### src/rtl/fx16_band_combiner_pkg.sv
// Shared constants and types for the fx16 band combiner.
// Holds the band count, Q1.15 format widths, saturation limit,
// accumulator width and the controller state encoding.
package fx16_band_combiner_pkg;

  localparam int NUM_BANDS = 4;
  localparam int Q_W       = 16;
  localparam int FRAC_W    = 15;
  localparam int ACC_W     = 18;

  localparam logic [Q_W-1:0] SAT_MAX = 16'h7FFF;

  typedef enum logic [1:0] {
    ST_IDLE,
    ST_MAC,
    ST_OUT
  } state_t;

endpackage

### src/rtl/fx16_sm_mult.sv
// Sign-magnitude Q1.15 multiplier, purely combinational.
// Ports: a, b - sign-magnitude Q1.15 operands; p - sign-magnitude Q1.15 product.
// Magnitude truncates toward zero; a zero magnitude always carries a + sign.
module fx16_sm_mult
  import fx16_band_combiner_pkg::*;
(
  input  logic [Q_W-1:0] a,
  input  logic [Q_W-1:0] b,
  output logic [Q_W-1:0] p
);

  logic [2*FRAC_W-1:0] full;
  logic [FRAC_W-1:0]   mag;

  assign full = a[FRAC_W-1:0] * b[FRAC_W-1:0];
  assign mag  = full[2*FRAC_W-1:FRAC_W];

  // Suppress the sign on a zero magnitude so no negative zero escapes.
  assign p = {(a[Q_W-1] ^ b[Q_W-1]) & (|mag), mag};

endmodule

### src/rtl/fx16_band_combiner.sv
// Combines four sign-magnitude Q1.15 band samples, each scaled by its own gain,
// into one saturated sign-magnitude Q1.15 output using a single shared multiplier.
// Ports: clk_slow/rst (sync, active-low); band0_in..band3_in + in_valid/in_ready
// input handshake; gain_wr/gain_sel/gain_data gain writes; fir_out + out_valid/out_ready.
// Latency 5 cycles accept-to-out_valid; out_valid/fir_out hold while out_ready is low.
module fx16_band_combiner #(
  parameter int          NUM_BANDS = fx16_band_combiner_pkg::NUM_BANDS,
  parameter logic [15:0] GAIN_RST  = 16'h7FFF
) (
  input  logic        clk_slow,
  input  logic        rst,
  input  logic [15:0] band0_in,
  input  logic [15:0] band1_in,
  input  logic [15:0] band2_in,
  input  logic [15:0] band3_in,
  input  logic        in_valid,
  output logic        in_ready,
  input  logic        gain_wr,
  input  logic [1:0]  gain_sel,
  input  logic [15:0] gain_data,
  output logic [15:0] fir_out,
  output logic        out_valid,
  input  logic        out_ready
);

  import fx16_band_combiner_pkg::*;

  localparam int IDX_W = $clog2(NUM_BANDS);
  // One extra count value marks the finalize cycle after the last product.
  localparam int CNT_W = $clog2(NUM_BANDS + 1);

  localparam logic signed [ACC_W-1:0] POS_LIM = $signed({{(ACC_W-Q_W){1'b0}}, SAT_MAX});
  localparam logic signed [ACC_W-1:0] NEG_LIM = -POS_LIM;

  state_t                  state;
  logic [CNT_W-1:0]        mac_cnt;
  logic signed [ACC_W-1:0] acc;
  logic [Q_W-1:0]          band_q   [NUM_BANDS];
  logic [Q_W-1:0]          gain_q   [NUM_BANDS];
  logic [Q_W-1:0]          shadow_q [NUM_BANDS];
  logic [Q_W-1:0]          band_in  [NUM_BANDS];

  logic [IDX_W-1:0]        mac_idx;
  logic [Q_W-1:0]          prod_sm;
  logic signed [ACC_W-1:0] prod_s;
  logic signed [ACC_W-1:0] acc_neg;
  logic [Q_W-1:0]          sat_sm;

  assign band_in[0] = band0_in;
  assign band_in[1] = band1_in;
  assign band_in[2] = band2_in;
  assign band_in[3] = band3_in;

  assign in_ready = (state == ST_IDLE);
  assign mac_idx  = mac_cnt[IDX_W-1:0];

  fx16_sm_mult u_mult (
    .a (band_q[mac_idx]),
    .b (shadow_q[mac_idx]),
    .p (prod_sm)
  );

  // Sign-magnitude product into two's complement for accumulation.
  assign prod_s  = prod_sm[Q_W-1] ? -$signed({{(ACC_W-FRAC_W){1'b0}}, prod_sm[FRAC_W-1:0]})
                                  :  $signed({{(ACC_W-FRAC_W){1'b0}}, prod_sm[FRAC_W-1:0]});
  assign acc_neg = -acc;

  // Saturate to +/-32767 and convert back to sign-magnitude; zero stays positive.
  always_comb begin
    sat_sm = '0;
    if (acc > POS_LIM)
      sat_sm = SAT_MAX;
    else if (acc < NEG_LIM)
      sat_sm = {1'b1, SAT_MAX[FRAC_W-1:0]};
    else if (acc < 0)
      sat_sm = {1'b1, acc_neg[FRAC_W-1:0]};
    else
      sat_sm = {1'b0, acc[FRAC_W-1:0]};
  end

  always_ff @(posedge clk_slow) begin
    if (!rst) begin
      state     <= ST_IDLE;
      mac_cnt   <= '0;
      acc       <= '0;
      fir_out   <= '0;
      out_valid <= 1'b0;
      for (int i = 0; i < NUM_BANDS; i++) begin
        band_q[i]   <= '0;
        gain_q[i]   <= GAIN_RST;
        shadow_q[i] <= GAIN_RST;
      end
    end else begin
      // Shadows sample gain_q before this write lands, so a write coincident
      // with an accept only affects the following sample.
      if (gain_wr)
        gain_q[gain_sel] <= gain_data;

      case (state)
        ST_IDLE: begin
          if (in_valid) begin
            for (int i = 0; i < NUM_BANDS; i++) begin
              band_q[i]   <= band_in[i];
              shadow_q[i] <= gain_q[i];
            end
            acc     <= '0;
            mac_cnt <= '0;
            state   <= ST_MAC;
          end
        end
        ST_MAC: begin
          if (mac_cnt == CNT_W'(NUM_BANDS)) begin
            fir_out   <= sat_sm;
            out_valid <= 1'b1;
            state     <= ST_OUT;
          end else begin
            acc     <= acc + prod_s;
            mac_cnt <= mac_cnt + 1'b1;
          end
        end
        ST_OUT: begin
          if (out_ready) begin
            out_valid <= 1'b0;
            state     <= ST_IDLE;
          end
        end
        default: state <= ST_IDLE;
      endcase
    end
  end

endmodule

### config.mk
export PLATFORM = sky130hd
export DESIGN_NAME = fx16_band_combiner
export DESIGN_NICKNAME = d
export VERILOG_FILES = /design/src/rtl/fx16_band_combiner_pkg.sv /design/src/rtl/fx16_sm_mult.sv /design/src/rtl/fx16_band_combiner.sv
export SDC_FILE = /design/constraint.sdc
export NUM_CORES = 1
export LEC_CHECK = 0
export BUFFER_PORTS_ARGS = -buffer_cell sky130_fd_sc_hd__buf_2
export CAP_MARGIN = 20
export CORE_MARGIN = 2
export CORE_UTILIZATION = 50
export DETAILED_ROUTE_END_ITERATION = 8
export PLACE_DENSITY = 0.77
export SLEW_MARGIN = 15
export SYNTH_ARGS = -nofsm -noshare
export SYNTH_HDL_FRONTEND = slang
export SYNTH_SLANG_ARGS = --single-unit
### constraint.sdc
create_clock -name clk_slow -period 23 [get_ports clk_slow]
set_clock_uncertainty 0.1 [all_clocks]
set_input_delay 0 -clock clk_slow [delete_from_list [all_inputs] [get_ports clk_slow]]
set_output_delay 0 -clock clk_slow [all_outputs]
set_load 0.005 [all_outputs]
Yosys cells after proc, flatten, opt, wreduce, memory -nomap -nowiden
Memory sizes are Yosys's and may differ from the RTL's. A register that Yosys moved wholly into a read port is not among the register bits.
Index checks and enable logic that the tools add are counted.
{"block": "totals", "wordCells": 82, "reg_bits": 40, "in_bits": 87, "n_memories": 3, "mem_bits_rw": 192}
{"name": "band_q", "words": 4, "word_bits": 16, "read_ports": 1, "rd_clocked_by_memory_dff": 1, "write_ports": 4, "line_no": "fx16_band_combiner.sv:38", "text": "logic [Q_W-1:0] band_q [NUM_BANDS];"}
{"name": "gain_q", "words": 4, "word_bits": 16, "read_ports": 4, "rd_clocked_by_memory_dff": 0, "write_ports": 4, "line_no": "fx16_band_combiner.sv:39", "text": "logic [Q_W-1:0] gain_q [NUM_BANDS];"}
{"name": "shadow_q", "words": 4, "word_bits": 16, "read_ports": 1, "rd_clocked_by_memory_dff": 1, "write_ports": 4, "line_no": "fx16_band_combiner.sv:40", "text": "logic [Q_W-1:0] shadow_q [NUM_BANDS];"}
{"block": "op_classes", "bitwise_logic": 10, "add_sub_neg": 4, "muxes": 40, "n_lt_le_gt_ge": 3, "mul": 1, "n_eq_ne": 7, "n_reduce_logical": 9}
{"op": "two-way mux 16 bit", "count": 12}
{"op": "two-way mux 18 bit", "count": 3}
{"op": "one-hot mux 18 bit (2 select lines)", "count": 1}
{"op": "multiplier 15 x 15 -> 30 bit", "count": 1}
{"op": "adder 18 bit", "count": 1}
{"op": "> comparator 18 x 16 -> 1 bit, second input constant", "count": 1}
{"op": "< comparator 18 x 1 -> 1 bit, second input constant", "count": 1}
{"op": "< comparator 18 x 16 -> 1 bit, second input constant", "count": 1}
{"op": "negation 15 -> 18 bit", "count": 1}
{"op": "two-way mux 2 bit", "count": 8}
{"op": "OR reduction 16 bit", "count": 1}
{"op": "negation 15 bit", "count": 1}
{"op": "OR reduction 15 bit", "count": 1}
{"op": "two-way mux 1 bit", "count": 11}
{"op": "AND reduction 3 bit", "count": 3}
{"op": "inequality test 2 bit, second input constant", "count": 4}
{"op": "bitwise OR 1 bit", "count": 8}
{"op": "two-way mux 3 bit", "count": 2}
{"op": "one-hot mux 2 bit (3 select lines)", "count": 1}
{"op": "one-hot mux 3 bit (2 select lines)", "count": 1}
{"op": "nonzero test 2 bit", "count": 2}
{"op": "adder 3 x 1 -> 3 bit, second input constant", "count": 1}
{"op": "equality test 3 bit, second input constant", "count": 1}
{"op": "equality test 2 x 1 -> 1 bit, second input constant", "count": 1}
{"op": "other kinds (6)", "count": 6}

Longest topological paths before layout
{"block": "logic_depth", "word_depth": 7, "depth_mapped": 48, "depth_no_buf": 44}

Hierarchy
From an unflattened synthesis, not the netlist that was laid out.
{"block": "hier_totals", "hier_cells": 1675, "hier_area_um2": 18143.7}
{"mod": "fx16_band_combiner", "area_per_inst_um2": 10736.5, "cells_each": 830, "n_inst": 1}
{"mod": "fx16_sm_mult", "area_per_inst_um2": 7407.1, "cells_each": 845, "n_inst": 1}

Least setup slack after synthesis
OpenSTA, ideal clock, no wires.
{"block": "synth_timing", "kind": "flip-flop to flip-flop", "from": "reg (tool-made name)", "to": "reg acc[16]", "path_buffers": 5, "slack_ns": 11.897, "stages_incl_launch_ff": 46, "setup_time_ns": 0.076, "t_arrival_ns": 10.928, "required_ns": 22.824, "cell_sequence": "dfxtp_1 > buf_2 > buf_1 > buf_1 > mux2i_1 > nand2_1 > o21ai_0 > clkbuf_1 > nor2_1 > fa_1 > inv_1 > fa_1 > inv_1 > fa_1 > fa_1 > fa_1 > inv_1 > fa_1 > [10 not listed] > nand3_1 > o41ai_2 > inv_2 > nand2_1 > o21ai_1 > fa_1 > a21o_1 > a21oi_1 > o21bai_1 > a21oi_1 > nor2b_1 > o21a_1 > o31a_1 > o21ai_0 > o21ai_0 > a31oi_1 > mux2_2 > a21boi_0"}
{"item": "end signal, assigned", "line_no": "fx16_band_combiner.sv:117", "text": "acc <= acc + prod_s;"}
{"item": "end, declared", "line_no": "fx16_band_combiner.sv:37", "text": "logic signed [ACC_W-1:0] acc;"}

==> results.rst <==
.. list-table::
   :header-rows: 1

   * - Metric
     - Value
   * - Worst endpoint data arrival time
     - 12.47 ns
   * - Synth Register Bits
     - 234
   * - Pin count of the biggest net entering global routing
     - 123
   * - Synth-to-layout area growth
     - 14.3%
   * - Count of yosys warnings during synthesis
     - 0
   * - Commonest non-fill, non-tap cell in the layout
     - inv_1
   * - Setup repair after global routing missed its margin
     - false
   * - H-tree levels
     - 1
   * - Vias in the first global route
     - 13683
   * - Number of flops mapped to enable cells by yosys
     - 192
   * - Vias/cell
     - 5.47
   * - Critical path's top delay family
     - adder cells
   * - Placed wire-length estimate after detailed placement
     - 30300 um
   * - Fraction of layout cells with a size suffix above 1
     - 13.4%
   * - Gate count after technology mapping
     - 1730
   * - Worst hold-check slack
     - 0.175 ns
   * - CP Data Required Time
     - 23.34 ns
   * - Total of hold buffers inserted after clock tree synthesis
     - 87
   * - Stages on the worst setup path
     - 44
   * - Aggregate global-route resource usage
     - 23.3%
   * - Gp weighted congestion
     - 0.868
   * - Commonest cells after routing, fill and taps aside
     - inv_1, edfxtp_1, fa_1
   * - Most used flip-flop cell after synthesis
     - edfxtp_1
   * - Slowest cell on the critical path
     - o41ai_2
   * - Starting Density
     - 50.9%
   * - Die Y-Extent
     - 195 um
   * - DRC Markers
     - 0
   * - Tmin final
     - 12.13 ns
   * - Cell depth of the worst hold path
     - 3
   * - Top-level port count
     - 105
   * - Die extent in x
     - 195 um
   * - Length of the first detailed-routing pass in iterations
     - 7
   * - Wirelength per Cell
     - 18.2 um
   * - TritonCTS clock tree
     - yes
   * - Max-cap violations
     - 0
   * - Grt ovf
     - 0
   * - Final Net Count
     - 2260
   * - Maximum number of buffers from clock root to sink
     - 3
   * - Clock latency of the later-clocked register in the worst-skew pair
     - 0.54 ns
   * - Part of the Yosys area used for sequential elements
     - 36.3%
   * - Slew headroom
     - 30.5%
   * - Number of distinct library cell variants in the gate-level netlist after synthesis
     - 74
   * - Synthesized area
     - 0.0182 mm2
   * - Placement row count
     - 69
   * - Class of the most critical hold timing path
     - input port to flip-flop
   * - Buffers & Inverters on Critical Path
     - 9
   * - Async set-or-reset flop fraction in the synthesized netlist
     - 0%
   * - Instance count after placement with tap cells included
     - 2241
   * - Count of nets left with antenna violations after detail routing
     - 0
   * - Total setup buffers inserted after CTS
     - 0
   * - Global-route wire length before repair
     - 70400 um
   * - Maximum clock frequency
     - 82.5 MHz
   * - Core Area
     - 0.0357 mm2
   * - Port buffer count
     - 104
   * - Post_cts resized
     - 0
   * - Number of DRC violations after detailed-routing iteration 0
     - 980
   * - Final-report hold violation count
     - 0
   * - Accumulated negative setup slack
     - 0 ns
   * - Layout Cells excl Fill
     - 2374
   * - Clk sinks
     - 234
   * - Via count
     - 12983
   * - Clock slew at reported path FFs
     - 0.06 ns
   * - Worst R2R Setup Slack
     - 10.87 ns
   * - Root Buffer Master
     - clkbuf_16
   * - Total die area
     - 0.0380 mm2
   * - Synthesized Nets
     - 2097
   * - Final worst-path cycle share
     - 52.7%
   * - Transition at the pin with the smallest max-transition slack
     - 1.04 ns
   * - Worst Path Class, Setup
     - flip-flop to flip-flop
   * - Final count of pins violating max slew
     - 0
   * - Setup crit start kind
     - flip-flop
   * - Initial antenna violation count
     - 2
   * - Result of the run
     - complete, no violations
   * - Per-instance average area after synthesis
     - 10.5 um2
   * - Final Routed Wirelength
     - 43100 um
   * - Critical Path Fanout Max
     - 56
   * - Kind of end point of the critical path
     - flip-flop
   * - Number of buffers created by CTS
     - 24
   * - Cell depth of the worst flop-to-flop path
     - 44
   * - Setup violation total in the final timing report
     - 0
   * - Delay of the slowest cell on the worst path
     - 0.83 ns
[metal layers]
layer	global-route usage, %	part of all wire (%)
met1	28.5	38
met2	41.3	51
met3	3.37	6.4
met4	9.90	4.3
met5	0	0
[synthesized netlist by cell type (16+ instances only)]
cell type	instances	area share [%]
o21ai_1	16	0.44
inv_1	218	4.5
and2_1	102	3.5
or2_2	50	1.7
clkbuf_1	58	1.2
mux2i_1	27	1.5
edfxtp_1	192	32
dfxtp_1	42	4.6
o21ai_0	44	1.2
nand2_1	154	3.2
xor2_1	19	0.91
nor2b_1	25	0.86
mux2_2	24	1.5
ha_1	113	7.8
o21a_1	22	0.91
nor2_1	139	2.9
xnor2_1	36	1.7
fa_1	167	18
nand2b_1	82	2.8
a21oi_1	43	1.2
[cell type report]
| class | count | area, um2 |
|---|---|---|
| Multi-Input combinational cell | 1210 | 10500 |
| Clock buffer | 29 | 629 |
| Antenna cell | 2 | 5.00 |
| Tap cell | 461 | 577 |
| Fill cell | 2886 | 14900 |
| Inverter | 219 | 822 |
| Sequential cell | 234 | 6610 |
| Clock inverter | 15 | 149 |
| Timing Repair Buffer | 204 | 1490 |
[through the flow]
stage / setup WS (ns) / cell area, um2 / util, %
4_1_cts: 11.01 / 20800 / 58.2
3_5_place_dp: 11.05 / 19200 / 53.6
6_report: 10.87 / 20800 / 58.2
2_1_floorplan: 11.90 / 18200 / -
5_1_grt: 9.97 / 20800 / 58.2
3_3_place_gp: 11.36 / 19200 / 53.6
[state kept, by name, summed over array words and instances (netlist names), named ones only]
| name | cells |
|---|---|
| gain_q | 64 |
| fir_out | 16 |
| band_q | 64 |
| mac_cnt | 3 |
| acc | 18 |
| out_valid | 1 |
| state | 2 |
| shadow_q | 64 |
[cells by family after synthesis]
group                      synth area share, %
DFF                                       36.3
and+or+nand+nor                           17.2
buffers and inverters                     5.94
xor gates and xnor gates                  2.74
AOI/OAI and AO/OA                         7.26
muxes                                     4.43
adders and majority gates                 26.1
[worst reg2reg max path: cells and delay by family (launching register included)]
family | cells | cell delay (ns)
compound gates | 14 | 3.82
fa+ha+maj | 9 | 4.03
mux | 2 | 0.86
simple gates | 9 | 1.63
flops | 1 | 0.31
buf+inv | 9 | 1.19
xor+xnor | 1 | 0.13
[path summary, 6_finish.rpt]
kind | from | endpoint
worst max-delay path | flip-flop | acc[16]
worst min-delay path | band0_in[10] | band_q[0][10]
worst max register to register | flip-flop | acc[16]
worst min register to register | gain_q[1][8] | shadow_q[1][8]
Power is not shown: default switching activity piles up to over one toggle a cycle in this logic, so the estimate is an artifact.
